===== src/rtl/cpu_run_ctrl.sv =====
// Run/halt/single-step sequencer for the single-cycle RISC-V core: per-cycle
// retire enable, two PC breakpoints and a retired-instruction counter.
module cpu_run_ctrl #(
  parameter int ADDRWIDTH = 32,
  parameter int CNTWIDTH  = 32
) (
  input  logic                 iCPU_Clk,
  input  logic                 iCPU_Reset,
  input  logic                 iCmd_Valid,
  input  logic [2:0]           iCmd,
  input  logic                 iCmd_Idx,
  input  logic [ADDRWIDTH-1:0] iCmd_Data,
  output logic                 oCmd_Ready,
  input  logic [ADDRWIDTH-1:0] iCurrent_PC,
  output logic                 oCommit,
  output logic [1:0]           oState,
  output logic                 oHalted,
  output logic                 oBkpt_Hit,
  output logic                 oBkpt_Id,
  output logic                 oStep_Done,
  output logic [CNTWIDTH-1:0]  oInstr_Cnt
);

  // Command port handshake: a command is taken on a rising edge exactly when
  // iCmd_Valid & oCmd_Ready; oCmd_Ready depends on state only and is low in STEP.

  typedef enum logic [1:0] {
    ST_HALT = 2'b00,
    ST_RUN  = 2'b01,
    ST_STEP = 2'b10
  } state_e;

  typedef enum logic [2:0] {
    CMD_NOP    = 3'd0,
    CMD_RUN    = 3'd1,
    CMD_HALT   = 3'd2,
    CMD_STEP   = 3'd3,
    CMD_SETBP  = 3'd4,
    CMD_CLRBP  = 3'd5,
    CMD_CLRCNT = 3'd6
  } cmd_e;

  localparam logic [CNTWIDTH-1:0] CNT_ONE = 1;
  localparam int                  BPW     = ADDRWIDTH - 2;

  state_e                   state_q, state_d;
  logic                     skip_q, skip_d;
  logic                     hit_q, hit_d;
  logic                     id_q, id_d;
  logic                     step_done_q, step_done_d;
  logic [CNTWIDTH-1:0]      cnt_q, cnt_d;
  logic [1:0]               bp_en_q, bp_en_d;
  logic [1:0][BPW-1:0]      bp_addr_q, bp_addr_d;

  logic                     cmd_acc;
  logic [1:0]               bp_match;
  logic                     bp_fire;
  logic                     unused_addr_lsbs;

  // Breakpoints compare word addresses only, so the low PC bits never matter.
  assign unused_addr_lsbs = ^{iCmd_Data[1:0], iCurrent_PC[1:0]};

  always_comb begin
    oCmd_Ready = (state_q != ST_STEP);
    cmd_acc    = iCmd_Valid & oCmd_Ready;
    for (int i = 0; i < 2; i++) begin
      bp_match[i] = bp_en_q[i] & (bp_addr_q[i] == iCurrent_PC[ADDRWIDTH-1:2]);
    end
    bp_fire = (state_q == ST_RUN) & (|bp_match) & ~skip_q;
    oCommit = ((state_q == ST_RUN) & ~bp_fire) | (state_q == ST_STEP);
  end

  always_comb begin
    state_d     = state_q;
    skip_d      = skip_q;
    hit_d       = hit_q;
    id_d        = id_q;
    step_done_d = 1'b0;

    if (cmd_acc && (iCmd == CMD_RUN || iCmd == CMD_STEP)) begin
      hit_d = 1'b0;
    end

    case (state_q)
      ST_HALT: begin
        if (cmd_acc && iCmd == CMD_RUN) begin
          state_d = ST_RUN;
          skip_d  = 1'b1;
        end else if (cmd_acc && iCmd == CMD_STEP) begin
          state_d = ST_STEP;
        end
      end
      ST_RUN: begin
        skip_d = 1'b0;
        // A breakpoint outranks a same-cycle HALT so the hit is still reported.
        if (bp_fire) begin
          state_d = ST_HALT;
          hit_d   = 1'b1;
          id_d    = ~bp_match[0];
        end else if (cmd_acc && iCmd == CMD_HALT) begin
          state_d = ST_HALT;
        end
      end
      ST_STEP: begin
        state_d     = ST_HALT;
        step_done_d = 1'b1;
      end
      default: begin
        state_d = ST_HALT;
      end
    endcase
  end

  always_comb begin
    bp_en_d   = bp_en_q;
    bp_addr_d = bp_addr_q;
    if (cmd_acc && iCmd == CMD_SETBP) begin
      bp_en_d[iCmd_Idx]   = 1'b1;
      bp_addr_d[iCmd_Idx] = iCmd_Data[ADDRWIDTH-1:2];
    end else if (cmd_acc && iCmd == CMD_CLRBP) begin
      bp_en_d[iCmd_Idx] = 1'b0;
    end
  end

  always_comb begin
    cnt_d = cnt_q;
    if (cmd_acc && iCmd == CMD_CLRCNT) begin
      cnt_d = '0;
    end else if (oCommit) begin
      cnt_d = cnt_q + CNT_ONE;
    end
  end

  always_ff @(posedge iCPU_Clk or negedge iCPU_Reset) begin
    if (!iCPU_Reset) begin
      state_q     <= ST_HALT;
      skip_q      <= 1'b0;
      hit_q       <= 1'b0;
      id_q        <= 1'b0;
      step_done_q <= 1'b0;
      cnt_q       <= '0;
      bp_en_q     <= '0;
      bp_addr_q   <= '0;
    end else begin
      state_q     <= state_d;
      skip_q      <= skip_d;
      hit_q       <= hit_d;
      id_q        <= id_d;
      step_done_q <= step_done_d;
      cnt_q       <= cnt_d;
      bp_en_q     <= bp_en_d;
      bp_addr_q   <= bp_addr_d;
    end
  end

  assign oState     = state_q;
  assign oHalted    = (state_q == ST_HALT);
  assign oBkpt_Hit  = hit_q;
  assign oBkpt_Id   = id_q;
  assign oStep_Done = step_done_q;
  assign oInstr_Cnt = cnt_q;

endmodule


===== config.mk =====
export PLATFORM = sky130hd
export DESIGN_NAME = cpu_run_ctrl
export DESIGN_NICKNAME = d
export VERILOG_FILES = /design/src/rtl/cpu_run_ctrl.sv
export SDC_FILE = /design/constraint.sdc
export NUM_CORES = 1
export LEC_CHECK = 0
export CAP_MARGIN = 10
export CORE_MARGIN = 4
export CORE_UTILIZATION = 55
export CTS_BUF_LIST = sky130_fd_sc_hd__clkbuf_16
export DETAILED_ROUTE_END_ITERATION = 10
export GPL_TIMING_DRIVEN = 0
export PLACE_DENSITY_LB_ADDON = 0.08
export SYNTH_ARGS = -nofsm -noshare
export SYNTH_HDL_FRONTEND = slang
export SYNTH_SLANG_ARGS = --single-unit

===== constraint.sdc =====
create_clock -name iCPU_Clk -period 5.9 [get_ports iCPU_Clk]
set_input_delay 0.885 -clock iCPU_Clk [delete_from_list [all_inputs] [get_ports iCPU_Clk]]
set_output_delay 0.885 -clock iCPU_Clk [all_outputs]
set_load 0.03 [all_outputs]

== Word level (Yosys, flattened, before mapping) ==
Cells that the tools add are included.

* $add $sub $neg: 1
* Multiply operators: 0
* Div/mod/pow operators: 0
* $lt $le $gt $ge: 2
* Eq/ne operators: 14
* Shift-type cells: 0
* Multiplexer cells: 20
* Bitwise operators: 13
* Reductions and logical operators: 17

{| class="wikitable"
|+ Operators by type and width
! operator !! count
|-
| two-way mux 32 bit || 2
|-
| bitwise mux 60 bit || 1
|-
| equality test 30 bit || 2
|-
| adder 32 x 1 -> 32 bit (second input constant) || 1
|-
| demux 30 bit (select 1 bit) || 1
|-
| two-way mux 30 bit || 1
|-
| two-way mux 2 bit || 6
|-
| equality test 3 bit (second input constant) || 3
|-
| logical AND 1 bit || 8
|-
| bitwise AND 1 bit || 6
|-
| equality test 3 x 2 -> 1 bit (second input constant) || 2
|-
| two-way mux 1 bit || 6
|-
| AND reduction 2 bit || 3
|-
| nonzero test 2 bit || 3
|-
| one-hot mux 2 bit (2 select lines) || 1
|-
| equality test 3 x 1 -> 1 bit (second input constant) || 1
|-
| != test 3 x 1 -> 1 bit (second input constant) || 1
|-
| != test 3 x 2 -> 1 bit (second input constant) || 1
|-
| NOT 1 bit || 3
|-
| bitwise AND 2 bit || 1
|-
| equality test 2 x 1 -> 1 bit (second input constant) || 1
|-
| equality test 2 bit (second input constant) || 1
|-
| logical NOT 2 bit || 1
|-
| < comparator 1 x 2 -> 1 bit (second input constant) || 1
|-
| other kinds (10) || 10
|}

* Bits in registers: 100
* Bits in latches: 0
* Bits in writable memories: 0
* ROM bits: 0
* Output and inout bits: 40
* Word-level logic and storage cells: 76
* Memories: 0

== Logic depth before layout (Yosys ltp) ==
Gate-level depths: netlist of the first run.

* Depth in word-level cells: 10
* Gate-level depth with buffers: 10
* Gate-level depth less buffers: 8

== Least setup slack after synthesis of the first run ==
No wires, ideal clock.

* Kind: input -> output
* Start: in iCurrent_PC[26]
* End: out oCommit
* Arrival time: 2198 ps
* Data required time: 5015 ps
* Slack: 2817 ps
* Stages on the path: 7
* Buffers on the path: 1
* Path through: xnor2_1 > nand4_1 > nor4_2 > a22oi_2 > a21oi_4 > buf_6 > inv_2

* Cells in the longest elaborated chain, start to end: 8
* Elaborated cells on any way between the ends: 10
* Classes of those cells: eq/ne (2); bitwise (7); reduce/logical (1)

{| class="wikitable"
|+ RTL lines
! item !! line !! text
|-
| start, declared || 14 || <nowiki>input logic [ADDRWIDTH-1:0] iCurrent_PC,</nowiki>
|-
| equality test 30 bit || 67 || <nowiki>bp_match[i] = bp_en_q[i] & (bp_addr_q[i] == iCurrent_PC[ADDRWIDTH-1:2]);</nowiki>
|-
| bitwise AND 1 bit || 67 ||
|-
| OR reduction 2 bit (*) || 69 || <nowiki>bp_fire = (state_q == ST_RUN) & (|bp_match) & ~skip_q;</nowiki>
|-
| bitwise AND 1 bit (*) (2 in a row) || 69 ||
|-
| NOT 1 bit (*) || 70 || <nowiki>oCommit = ((state_q == ST_RUN) & ~bp_fire) | (state_q == ST_STEP);</nowiki>
|-
| bitwise AND 1 bit (*) || 70 ||
|-
| bitwise OR 1 bit (*) || 70 ||
|-
| end, declared || 15 || <nowiki>output logic oCommit,</nowiki>
|}

Every way passes the cells marked *; elsewhere a longest branch is shown, timed or not.

== Final worst setup path of the first run ==
* Start: in iCurrent_PC[2]
* End: out oCommit

The elaborated chain is that of the path after synthesis.

==> results.md, run 1 <==
- Status: complete, no violations
- Clock Power Share: 27.1%
- Clock buffer count from CTS: 9
- Fin crit period: 4.650 ns
- Synthesized area per cell: 11.14 um^2
- Register area: 2502 um^2
- GRT Util Overall: 24.19%
- Crit Path Max Fanout: 10
- Crit Path Category: primary input to output port
- H-tree Lvls: 3
- Post-synth EDFFs: 0
- First-pass GRT wire length: 21.34 mm
- TritonRoute pass-1 iters: 4
- Most frequent cells in the layout: 105 x clkdlybuf4s50_1, 100 x dfrtp_1, 62 x xnor2_1
- Area Overhead vs Synth: 29.11%
- Sw power: 0.6358 mW
- Die Ht: 105.4 um
- MaxCap Viol Count: 0
- Crit-path cells: clkdlybuf4s50_1 > xnor2_1 > nand4_1 > nor4_2 > a22oi_2 > a21oi_4 > buf_6 > inv_2 > clkdlybuf4s50_1
- Max-Slew Margin vs Limit: 47.24%
- CP Data Required Time: 5.02 ns
- Seq/Total Area, Yosys: 48.00%
- Type of the worst min-delay path: register to register
- CP Capture Type: output port
- Slowest stage delay, CP: 0.59 ns
- Area leader, netlist: dfrtp_1
- Placed Cells: 704
- Worst-Margin Slew: 0.7871 ns
- CTS tree: done
- Placeable Area: 9240 um^2
- Post-Synthesis Net Count: 540
- Post-synthesis mux area share: 13.34%
- Setup total negative slack: 0 ns
- Synth warn: 0
- DRC errors left: 0
- CP bufs+invs: 4
- Detail Route Antenna Nets: 0
- Combinational Power Share: 27.4%
- Power Density: 299.6 nW/um^2
- #FFs+latches synth: 100
- Total number of vias: 4,096
- Root Driver: clkbuf_16
- Synth Cell Area: 5214 um^2
- RSZ-0062 raised after global routing: false
- Antenna diode count: 0
- Internal: 1.381 mW
- Leakage Power: 2.659 nW
- Clock-pin slew on the worst setup and hold paths: 0.07 ns
- Post-Synth Simple-Gate Area: 16.89%
- Synth top area share: 48.00%
- Max IR drop VDD: 180.0 uV
- Largest net degree at the start of global routing: 58
- GRT overflow: 0
- CP max stage cell: clkdlybuf4s50_1
- Max Clk Rate: 0.2151 GHz
- Sw Ratio: 31.53%
- Cell Rows: 35
- Largest family of logic cells by synthesized area: simple AND/OR/NAND/NOR gates
- Adder-cell share of the synthesized area: 0.2400%
- Post-CTS Setup Bufs: 0
- Netlist cell types: 49
- Die Wd: 105.4 um
- I/O pin count: 111
- Sequential share of power: 45.5%
- Max-slew violations: 0
- CP startpoint kind: primary input
- Post-Route WL: 12.94 mm
- CTS hold repair buffers: 0
- WP data arrival: 3.76 ns
- Synth async-reset ratio: 100.0%
- 1st-iter DRT viols: 145
- Compound-Gate Fraction of Synth Area: 8.615%
- Xor-xnor portion of the synthesized cell area: 10.42%
- Placer congestion estimate: 0.8781
- Post-CTS sizing: 0
- Die area: 11,100 um^2
- CTS Sinks: 100
- Nets: 658
- Ranking of synthesized cells by area: dfrtp_1 48%, mux2_2 13%, xnor2_1 10%
- Commonest non-fill, non-tap cell in the layout: clkdlybuf4s50_1
- Worst Skew: 0.007906 ns
- Top_reg_cell synth: dfrtp_1
- Max Buffers Root-to-Sink: 2
- Vias in the first global route: 4,324
- Final Hold Violating Endpoints: 0
- Finished Layout Cells: 720
- Wirelength per Cell: 17.97 um
- Final period util: 78.81%
- Hold Slack: 0.5247 ns
- Initial antenna violation count: 0
- Worst-Skew Late Latency: 0.34 ns
- Multi-input gate area: 2581 um^2
- Starting Density: 56.43%
- Fraction of layout cells with a size suffix above 1: 18.44%
- Port Buffer Count: 106
- CP dominant cell by count: clkdlybuf4s50_1
- Fill cell count: 681
- Via/cell ratio: 5.689
- Post-synthesis cell count: 468
- Crit path max-delay family: buffers and inverters
- # setup viols final: 0
- HPWL after DPL: 9.904 mm
## metrics by stage
step | setup WS, ns | cell area (um^2) | power, mW | util (%)
after global placement | 0.2077 | 6436 | 1.450 | 69.65
after detailed placement | 1.271 | 6461 | 1.482 | 69.93
after global routing | 1.081 | 6731 | 2.116 | 72.85
after floorplan | 2.817 | 5214 | 1.260 | -
final | 1.250 | 6731 | 2.017 | 72.85
after CTS | 1.232 | 6731 | 2.031 | 72.85
## layout make-up
type                            count  share of cell area, %
Inverter                           10                 0.5576
Buffer                             17                  1.375
Clock inverter                      7                 0.6691
Clock buffer                        9                  3.346
Multi-Input combinational cell    341                  38.35
Timing Repair Buffer              107                  16.13
Sequential cell                   100                  37.17
Tap cell                          129                  2.398
## worst register-to-register path, delay by kind of cell (launching register included)
kind / cells / cell delay, ns
xor+xnor: 1 / 0.24
simple gates: 3 / 0.88
compound gates: 3 / 0.89
flops: 1 / 0.39
## Yosys cell counts (2+ instances only)
cell type	n
a21oi_1	29
a31oi_1	4
and2_1	4
and3_1	4
and4_1	2
buf_2	11
buf_6	2
clkbuf_1	4
dfrtp_1	100
inv_1	9
mux2_2	60
mux2i_1	2
nand2_1	23
nand2b_1	2
nand3_1	18
nand4_1	21
nand4_2	4
nor2_1	15
nor3_1	4
nor4_1	5
nor4_2	2
nor4_4	2
o211ai_1	3
o21ai_0	25
o31a_1	2
o31ai_1	5
or2_2	2
or3_1	21
or4_1	2
xnor2_1	62
## layer usage
| layer | vias up | wire length (um) | track usage, % | share of wire, % |
|---|---|---|---|---|
| li1 | 1935 | - | - | - |
| met1 | 2023 | 5067 | 27.79 | 39 |
| met2 | 118 | 6981 | 45.13 | 54 |
| met3 | 20 | 661 | 4.042 | 5.1 |
| met4 | 0 | 229 | 8.341 | 1.8 |
| met5 | - | 0 | 0 | 0 |
## power groups by stage
stage,sequential (mW),clock (mW),combinational [mW]
6_report,0.917,0.547,0.553
5_1_grt,0.931,0.587,0.598
4_1_cts,0.916,0.557,0.558
3_5_place_dp,0.928,0,0.554
3_3_place_gp,0.917,0,0.534
2_1_floorplan,0.945,0,0.315
## cells by family (layout without fill, tap and decap cells)
group                      after synthesis  count (layout)
AOI/OAI and AO/OA                       75              75
xor gates and xnor gates                62              62
adders and majority gates                1               1
buffers and inverters                   27             150
DFF                                    100             100
muxes                                   62              62
and+or+nand+nor                        141             141
## worst paths after layout
check / start / to / slack [ns] / cells after the start
min: oBkpt_Hit / oBkpt_Hit / 0.52 / 2
max reg2reg: bp_addr_q[19] / oInstr_Cnt[5] / 3.35 / 7
min in group asynchronous: iCPU_Reset / oInstr_Cnt[7] / 0.54 / 1
max in group asynchronous: iCPU_Reset / bp_addr_q[58] / 4.66 / 2
min reg2reg: oBkpt_Hit / oBkpt_Hit / 0.52 / 2
max: iCurrent_PC[2] / oCommit / 1.25 / 9
## sequential cells by signal (all words and copies together), names as in the netlist, named ones only
name,count
skip_q,1
oBkpt_Id,1
oBkpt_Hit,1
oInstr_Cnt,32
bp_addr_q,60
oStep_Done,1
oState,2
No activity file was read; power rests on OpenSTA's default activity.
==> run 2, diff against run 1 <==
--- a/config.mk
+++ b/config.mk
@@ -7,7 +7,7 @@
 export LEC_CHECK = 0
 export CAP_MARGIN = 10
 export CORE_MARGIN = 4
-export CORE_UTILIZATION = 55
+export CORE_UTILIZATION = 46
 export CTS_BUF_LIST = sky130_fd_sc_hd__clkbuf_16
 export DETAILED_ROUTE_END_ITERATION = 10
 export GPL_TIMING_DRIVEN = 0
==> constraint.sdc (replaced) <==
create_clock -name iCPU_Clk -period 4 [get_ports iCPU_Clk]
set_input_delay 0.6 -clock iCPU_Clk [delete_from_list [all_inputs] [get_ports iCPU_Clk]]
set_output_delay 0.6 -clock iCPU_Clk [all_outputs]
set_load 0.03 [all_outputs]
==> run 2 against run 1 <==
Compared with the run above: combinational power rose by 47%; utilization is 11 points lower; non-clock buffer count rose by 6; final cell count up 2.4%; global-route usage decreased by 3.9 points; power is 50% higher; setup slack got worse by 1.0 ns; worst hold slack worse by 0.18 ns; flip-flop and latch count did not move; critical path type unchanged; largest cell class unchanged.
==> results.md, run 2 (synthesis results as in run 1) <==
- DRC errors left: 0 (unchanged)
- Initial antenna violation count: 0 (unchanged)
- Die area: 13,100 um^2 (+18%)
- MaxCap Viol Count: 0 (unchanged)
- Fin crit period: 3.761 ns
- GRT overflow: 0 (unchanged)
- Clock-pin slew on the worst setup and hold paths: 0.07 ns (about the same)
- Antenna diode count: 0 (unchanged)
- Crit Path Category: primary input to output port
- Status: complete, no violations
- Fraction of layout cells with a size suffix above 1: 19.43% (+0.99 points)
- # setup viols final: 0 (unchanged)
- Clock buffer count from CTS: 9 (unchanged)
- GRT Util Overall: 20.32% (-3.9 points)
- Reg2reg start: bp_addr_q[0]
- 1st-iter DRT viols: 193 (+33%)
- RSZ-0062 raised after global routing: false
- Placer congestion estimate: 0.7905 (-10%)
- Vias in the first global route: 4,228 (-2.2%)
- First-pass GRT wire length: 20.91 mm (-2.0%)
- CP dominant cell by count: clkdlybuf4s50_1
- WP data arrival: 3.16 ns (-0.60 ns)
- Largest net degree at the start of global routing: 61 (+5.2%)
- Highest metal used: met4
- Dpl ws: -0.1612 ns (-1.432 ns)
- Die Ht: 114.5 um (+8.6%)
- Crit-path cells: clkdlybuf4s50_1 > xnor2_1 > nand4_1 > nor4_4 > a22oi_2 > a21oi_4 > buf_6 > inv_2 > clkdlybuf4s50_1
- Worst Skew: 0.01398 ns (+0.006070 ns)
- I/O pin count: 111 (unchanged)
- Max FFs per register: 60 (unchanged)
- Via/cell ratio: 5.482 (-3.6%)
- CP Data Required Time: 3.40 ns (-1.62 ns)
- Final setup margin: 0.2388 ns (-1.011 ns)
- Type of the worst min-delay path: primary input to async pin
- Max Clk Rate: 0.2659 GHz
- Max Buffers Root-to-Sink: 2 (unchanged)
- Die Wd: 114.5 um (+8.6%)
- Nets: 664 (+0.91%)
- M1 WL: 5.355 mm (+5.7%)
- Starting Density: 47.47% (-9.0 points)
- Crit path max-delay family: buffers and inverters
- Cell Rows: 38 (+8.6%)
- Root Driver: clkbuf_16
- Crit Path Max Fanout: 10 (unchanged)
- Final design utilization: 62.16% (-11 points)
- Most frequent cells in the layout: 105 x clkdlybuf4s50_1, 100 x dfrtp_1, 62 x xnor2_1
- Slowest stage delay, CP: 0.59 ns (about the same)
- CP Capture Type: output port
- CTS tree: done
- WP depth: 9 (unchanged)
- Setup slack, reg-to-reg: 1.58 ns (-1.77 ns)
- Total number of vias: 4,040 (-1.4%)
- Leakage Power: 2.728 nW (+2.6%)
- Final period util: 94.03%
- Routed wl met2: 6.778 mm (-2.9%)
- Detail Route Antenna Nets: 0 (unchanged)
- Worst-Margin Slew: 0.8317 ns (+0.04462 ns)
- CTS Sinks: 100 (unchanged)
- Area Overhead vs Synth: 30.93%
- CP bufs+invs: 4 (unchanged)
- HPWL after DPL: 9.756 mm (-1.5%)
- Final Hold Violating Endpoints: 0 (unchanged)
- Max IR drop VDD: 257.0 uV (+43%)
- CP startpoint kind: primary input
- Reg with most FFs: bp_addr_q
- TritonRoute pass-1 iters: 4 (unchanged)
- H-tree Lvls: 3 (unchanged)
- Metal3 WL: 527 um (-20%)
- Power Density: 442.1 nW/um^2 (+48%)
- Wirelength per Cell: 17.43 um (-3.0%)
- Commonest non-fill, non-tap cell in the layout: clkdlybuf4s50_1
- Port Buffer Count: 106 (unchanged)
- Placeable Area: 10,980 um^2 (+19%)
- Max-Slew Margin vs Limit: 44.25% (-3.0 points)
- Hold Slack: 0.3446 ns (-0.1801 ns)
- Post-Route WL: 12.85 mm (-0.71%)
- Worst-Skew Late Latency: 0.35 ns (about the same)
- Cells on worst reg2reg path: 9 (+2)
- R2R Path End: oInstr_Cnt[24]
- CP max stage cell: clkdlybuf4s50_1
- Max-slew violations: 0 (unchanged)
-- run 2: cell types whose count changed in the layout (fill, tap and decap cells not counted) --
cell	before	now
buf_12	0	1
buf_16	1	0
buf_4	1	7
clkinv_2	1	0
clkinv_4	1	0
clkinv_8	0	2
clkinvlp_4	2	0
inv_1	11	10
inv_6	1	4
nor4_2	2	0
nor4_4	2	4
-- run 2: routing by layer --
| metal | up-vias | global-route usage, % |
|---|---|---|
| li1 | 1938 | - |
| met1 | 1997 | 24.18 |
| met2 | 91 | 37.18 |
| met3 | 14 | 4.175 |
| met4 | 0 | 5.226 |
| met5 | - | 0 |
-- run 2: through the flow --
| step | area [um^2] | cells | setup TNS (ns) | power (mW) |
|---|---|---|---|---|
| final | 6827 | 737 | 0 | 3.018 |
| after global routing | 6827 | 737 | 0 | 3.162 |
| after CTS | 6782 | 731 | 0 | 3.041 |
| after detailed placement | 6467 | 715 | -0.1612 | 2.174 |
| after global placement | 6450 | 714 | -153.07 | 2.148 |
| after floorplan | 5214 | 468 | 0 | 1.859 |
-- run 2: power breakdown --
group | switching, mW | internal [mW]
clock | 0.420 | 0.440
combinational | 0.392 | 0.423
sequential | 0.148 | 1.20
-- run 2: worst max-delay path by stage --
| stage | from | end |
|---|---|---|
| after CTS | iCurrent_PC[18] | oCommit |
| final | iCurrent_PC[31] | oCommit |
| after detailed placement | iCurrent_PC[2] | oCommit |
| after floorplan | oState[0] | oCommit |
| after global placement | iCPU_Reset | bp_addr_q[21] |
| after global routing | iCurrent_PC[2] | oCommit |
-- run 2: final cells by class --
class,count,area (um^2)
buffer,17,92.59
clock buffer,9,225.2
clock inverter,7,71.32
fill,965,4156
inverter,10,37.54
multi-input combinational,341,2599
sequential,100,2502
tap,140,175.2
timing repair buffer,113,1124
-- run 2: timing repair --
action / in CTS / in global routing
gates cloned: 0 / 0
setup endpoints to repair: 1 / 1
pin swaps: 1 / 3
buffers inserted: 0 / 6
gates resized for setup: 2 / 0
hold buffers: 0 / 0
==> run 3, diff against run 2 <==
--- a/config.mk
+++ b/config.mk
@@ -11,7 +11,7 @@
 export CTS_BUF_LIST = sky130_fd_sc_hd__clkbuf_16
 export DETAILED_ROUTE_END_ITERATION = 10
 export GPL_TIMING_DRIVEN = 0
-export PLACE_DENSITY_LB_ADDON = 0.08
+export PLACE_DENSITY = 0.76
 export SYNTH_ARGS = -nofsm -noshare
 export SYNTH_HDL_FRONTEND = slang
 export SYNTH_SLANG_ARGS = --single-unit
==> run 3 against run 2 <==
Compared with the run above: highest routed layer unchanged; largest cell class unchanged; worst hold slack worse by 0.069 ns; non-clock buffer count fell by 5; global-route usage up 0.19 points.
==> results.md, run 3 (synthesis results as in run 1) <==
- Status: complete, no violations
- GRT Util Overall: 20.51% (+0.19 points)
- Nets: 659 (-0.75%)
- Crit-path cells: clkdlybuf4s50_1 > xnor2_1 > nand4_1 > nor4_4 > a22oi_2 > a21oi_4 > buf_6 > inv_2 > clkdlybuf4s50_1
- Crit path max-delay family: buffers and inverters
- WP data arrival: 3.28 ns (+0.12 ns)
- H-tree Lvls: 3 (unchanged)
- Setup total negative slack: 0 ns (unchanged)
- Max-Slew Margin vs Limit: 45.03% (+0.78 points)
- Hold Slack: 0.2757 ns (-0.06888 ns)
- Area Overhead vs Synth: 30.43%
- Max Clk Rate: 0.2576 GHz (-3.1%)
- Die Ht: 114.5 um (unchanged)
- Placeable Area: 10,980 um^2 (unchanged)
- Detail Route Antenna Nets: 0 (unchanged)
- I/O pin count: 111 (unchanged)
- CP startpoint kind: primary input
- Max Buffers Root-to-Sink: 2 (unchanged)
- CTS Sinks: 100 (unchanged)
- Die Wd: 114.5 um (unchanged)
- CP Capture Type: output port
- Final Hold Violating Endpoints: 0 (unchanged)
- CTS tree: done
- Vias in the first global route: 4,398 (+4.0%)
- Fraction of layout cells with a size suffix above 1: 18.75% (-0.68 points)
- Max-slew violations: 0 (unchanged)
- CP Data Required Time: 3.40 ns (about the same)
- Largest net degree at the start of global routing: 55 (-9.8%)
- Worst-Skew Late Latency: 0.34 ns (about the same)
- Crit Path Max Fanout: 10 (unchanged)
- Total number of vias: 4,094 (+1.3%)
- Design area: 6800 um^2 (-0.38%)
- GRT overflow: 0 (unchanged)
- Reg with most FFs: bp_addr_q
- Most frequent cells in the layout: 105 x clkdlybuf4s50_1, 100 x dfrtp_1, 62 x xnor2_1
- TritonRoute pass-1 iters: 5 (+1)
- Crit Path Category: primary input to output port
- Port Buffer Count: 106 (unchanged)
- CP dominant cell by count: clkdlybuf4s50_1
- CTS hold repair buffers: 0 (unchanged)
- DRC errors left: 0 (unchanged)
- First-pass GRT wire length: 21.25 mm (+1.7%)
- Antenna diode count: 0 (unchanged)
- CP max stage cell: clkdlybuf4s50_1
- Max IR drop VDD: 293.3 uV (+14%)
- CP bufs+invs: 4 (unchanged)
- Cell Rows: 38 (unchanged)
- Type of the worst min-delay path: primary input to async pin
- Worst-Margin Slew: 0.8201 ns (-0.01163 ns)
- Slowest stage delay, CP: 0.59 ns (about the same)
- Commonest non-fill, non-tap cell in the layout: clkdlybuf4s50_1
- Clock buffer count from CTS: 9 (unchanged)
- Worst Skew: 0.008849 ns (-0.005127 ns)
- Wirelength per Cell: 17.75 um (+1.9%)
- Power Density: 446.5 nW/um^2 (+0.99%)
- Post-Route WL: 13.00 mm (+1.2%)
- Initial antenna violation count: 0 (unchanged)
- MaxCap Viol Count: 0 (unchanged)
- Via/cell ratio: 5.593 (+2.0%)
- Max FFs per register: 60 (unchanged)
- Die area: 13,100 um^2 (unchanged)
- Clock-pin slew on the worst setup and hold paths: 0.07 ns (about the same)
- Placer congestion estimate: 0.8088 (+2.3%)
- RSZ-0062 raised after global routing: false
- Leakage Power: 2.706 nW (-0.80%)
- HPWL after DPL: 10.13 mm (+3.8%)
- Starting Density: 47.47% (unchanged)
- Area after DPL: 6475 um^2 (+0.12%)
- Final period util: 97.04% (+3.0 points)
- 1st-iter DRT viols: 236 (+22%)
- Fin crit period: 3.882 ns (+0.1204 ns)
- Root Driver: clkbuf_16
- # setup viols final: 0 (unchanged)
run 3: cell count changes in the layout (fill, tap and decap cells not counted):
cell	delta
bufinv_16	+1
buf_12	-1
buf_16	+1
clkinv_2	+1
clkinv_8	-2
clkinv_4	+1
buf_4	-5
clkinvlp_4	+1
inv_8	+1
inv_6	-3
run 3: where the power goes:
group	internal, mW	leakage, nW	switching [mW]	total [mW]
clock	0.490	0.149	0.389	0.878
sequential	1.20	1.27	0.153	1.35
combinational	0.421	1.28	0.388	0.809
total	2.11	2.71	0.930	3.04
run 3: final cells by class:
cell class	count	area, um^2
multi-input combinational	341	2599
clock buffer	9	225.2
fill	943	4183
inverter	10	37.54
tap	140	175.2
clock inverter	7	75.07
buffer	17	92.59
timing repair buffer	108	1094
sequential	100	2502
run 3: repair_timing:
item / in CTS / in global routing
buffers inserted: 0 / 1
pin swaps: 0 / 2
gates resized for setup: 2 / 0
setup endpoints to repair: 1 / 1
run 3: stage by stage:
step	std cells	utilization, %	total power [mW]	worst slack, ns
2_1_floorplan	468	-	1.859	1.484
5_1_grt	732	61.92	3.185	0.002325
4_1_cts	731	61.85	3.063	0.02804
3_5_place_dp	715	58.95	2.179	-0.07196
6_report	732	61.92	3.036	0.1184
3_3_place_gp	714	58.73	2.139	-1.371
run 3: worst paths after layout:
check | cells after the start | start | slack (ns) | endpoint
setup / recovery | 9 | iCurrent_PC[31] | 0.12 | oCommit
hold / removal | 1 | iCPU_Reset | 0.28 | oInstr_Cnt[9]
setup reg to reg | 8 | oState[0] | 1.62 | oInstr_Cnt[3]
hold reg to reg | 1 | bp_addr_q[42] | 0.53 | bp_addr_q[42]
max in group asynchronous | 2 | iCPU_Reset | 3.04 | skip_q
min in group iCPU_Clk | 1 | bp_addr_q[42] | 0.53 | bp_addr_q[42]
run 3: worst register-to-register path, cell delays in order, from the launching register on:
cell	delay, ns
dfrtp_1	0.37
buf_6	0.14
nor3b_4	0.31
nand4_1	0.21
nor4_4	0.26
a22oi_2	0.19
a31oi_1	0.52
or3_1	0.19
a21oi_1	0.06
run 3: per-layer routing:
metal / wire (um) / global-route usage [%]
met1: 5192 / 24.02
met4: 106 / 4.196
met3: 845 / 6.184
met2: 6850 / 37.06
met5: 0 / 0
==> variant, RTL diff (settings of run 1) <==
Take the reset off `bp_addr_q` and load it in a clocked block of its own.
--- a/src/rtl/cpu_run_ctrl.sv
+++ b/src/rtl/cpu_run_ctrl.sv
@@ -140,7 +140,6 @@
       step_done_q <= 1'b0;
       cnt_q       <= '0;
       bp_en_q     <= '0;
-      bp_addr_q   <= '0;
     end else begin
       state_q     <= state_d;
       skip_q      <= skip_d;
@@ -149,8 +148,11 @@
       step_done_q <= step_done_d;
       cnt_q       <= cnt_d;
       bp_en_q     <= bp_en_d;
-      bp_addr_q   <= bp_addr_d;
     end
+  end
+
+  always_ff @(posedge iCPU_Clk) begin
+    bp_addr_q <= bp_addr_d;
   end
 
   assign oState     = state_q;
Check against the original RTL: no difference found for any inputs over 4 cycles, from zero or initial values and one cycle with iCPU_Reset low; that may be too few to reach the edited logic, so the function may still have changed.
==> variant against run 1 <==
- fmax down 4.1%
- clock skew hardly changed
- setup slack worse by 0.20 ns
- via count increased by 3.6%
- area after synthesis fell by 3.1%
- power shrank 12%
- routed wire length shrank 1.9%
- sequential cell count did not move
- final area shrank 1.7%
==> variant: results (changes against run 1) <==
INFO  run_status     outcome=finished clean
INFO  detailed_routing routed-via-count=4,242 [+3.6%]
INFO  placed_design  gp_congestion=0.896 [+2.0%]
INFO  timing         finClkSkew=0.00758ns [-0.000324 ns]
INFO  clock_tree     cts-root-to-sink-buffers=2 [unchanged]
INFO  clock_tree     ctsRootBufferMaster=sky130_fd_sc_hd__clkbuf_16
INFO  layout         finalNetCount=635 [-3.5%]
INFO  layout         layout_cells_sized_above_1=5.99% [-12 points]
INFO  timing         tightestPinTransition=0.939ns [+0.152 ns]
INFO  yosys          count_of_flip_flops_with_a_built_in_enable_after_synthesis=60 [+60]
INFO  grt            antenna_found_initial=0 [unchanged]
INFO  yosys          synth_warnings=0 [unchanged]
INFO  min_path       hold_path.class=input pin to asynchronous set/reset pin
INFO  yosys          synth.yosys.seq_area_share=55.5% [+7.5 points]
INFO  yosys          post_synth_num_cell_types=44 [-10%]
INFO  yosys          synth_nets=514 [-4.8%]
INFO  detailed_routing drt_iter0_markers=245 [+69%]
INFO  detailed_routing drt_first_pass_iters=7 [+3]
INFO  yosys          synth_async_sr_flop_share=40.0% [-60 points]
INFO  yosys          netlist_top_cells_area=sky130_fd_sc_hd__edfxtp_1 36%, sky130_fd_sc_hd__dfrtp_1 20%, sky130_fd_sc_hd__xnor2_1 9.7%
INFO  yosys          netlist_top_cells_count=60 x sky130_fd_sc_hd__edfxtp_1, 56 x sky130_fd_sc_hd__xnor2_1, 40 x sky130_fd_sc_hd__dfrtp_1
INFO  placed_design  dp_hpwl=9820um [-0.85%]
INFO  power_and_ir_drop power.ir.vdd_worst=0.176mV [-2.0%]
INFO  worst_setup_path crit_path_max_incr_delay=0.59ns [about the same]
INFO  grt            grt_start_max_net_pins=32 [-45%]
INFO  placed_design  io_buffer_count=106 [unchanged]
INFO  grt            track_usage=23.6% [-0.55 points]
INFO  detailed_routing ant_nets=0 [unchanged]
INFO  clock_tree     post_cts_buffers=0 [unchanged]
INFO  grt            grt_pass1_wl=20,600um [-3.4%]
INFO  grt            first_global_vias=4,141 [-4.2%]
INFO  placed_design  dpl_worst_slack=1.08ns [-0.188 ns]
INFO  detailed_routing drt-wirelength-per-cell=18.8um [+4.5%]
INFO  worst_setup_path worstPathMaxFanout=10 [unchanged]
INFO  power_and_ir_drop power_leakage=2.24nW [-16%]
variant: cell types whose count changed after synthesis, sizes merged, moves of 6 or more:
cell / before / now
dfrtp: 100 / 40
edfxtp: 0 / 60
mux2: 60 / 0
or4: 2 / 23
o21ai: 25 / 9
o31ai: 5 / 19
or3: 21 / 8
a21oi: 31 / 22
clkbuf: 4 / 13
nand4: 26 / 35
xnor2: 62 / 56
variant: critical path, delay by kind of cell:
family / cells / cell delay [ns]
AO/OA/AOI/OAI: 2 / 0.70
XOR/XNOR: 1 / 0.35
buffers and inverters: 4 / 1.35
AND/OR/NAND/NOR: 2 / 0.69
variant: cells by family after synthesis:
logic type | share of synthesized area (%)
DFF | 55.5
adders and majority gates | 0.248
AOI/OAI and AO/OA | 9.81
muxes | 0.396
and+or+nand+nor | 20.7
buffers and inverters | 2.80
xor gates and xnor gates | 10.6
variant: through the flow:
step                      cells  cell area [um^2]
after detailed placement    660              6310
after floorplan             442              5050
after CTS                   676              6620
final                       676              6620
after global placement      656              6250
after global routing        676              6620
variant: routing by layer:
metal / vias up / wire [um] / global-route usage [%]
met5: - / 0 / 0
met4: 0 / 454 / 11.2
met3: 38 / 768 / 4.04
met2: 183 / 6470 / 41.8
met1: 2058 / 5000 / 27.9
li1: 1963 / - / -
variant: final cells by class:
cell class / instances / area (um^2)
flip-flops and latches: 100 / 2800
fillers: 623 / 2230
multi-input cells: 310 / 2120
repair buffers: 110 / 1110
clock buffers: 9 / 225
well taps: 108 / 135
plain buffers: 21 / 100
clock inverters: 7 / 83.8
inverters: 11 / 41.3
variant: power by group:
| group | internal, mW | total, mW | switching (mW) | leakage (nW) |
|---|---|---|---|---|
| clock | 0.337 | 0.614 | 0.277 | 0.154 |
| combinational | 0.156 | 0.349 | 0.193 | 1.01 |
| sequential | 0.778 | 0.811 | 0.0329 | 1.08 |
| total | 1.27 | 1.77 | 0.503 | 2.24 |
variant: worst paths after layout:
kind	start	end	slack [ns]	depth (start not counted)
max in group asynchronous	iCPU_Reset	oInstr_Cnt[26]$_DFFE_PN0P_	5.01	2
min in group iCPU_Clk	oBkpt_Hit$_DFF_PN0_	oBkpt_Hit$_DFF_PN0_	0.49	1
max	iCurrent_PC[27]	oCommit	1.05	9
min reg2reg	oBkpt_Hit$_DFF_PN0_	oBkpt_Hit$_DFF_PN0_	0.49	1
min	iCPU_Reset	oInstr_Cnt[3]$_DFFE_PN0P_	0.43	1
max reg2reg	oState[0]$_DFFE_PN0P_	oInstr_Cnt[24]$_DFFE_PN0P_	2.85	8
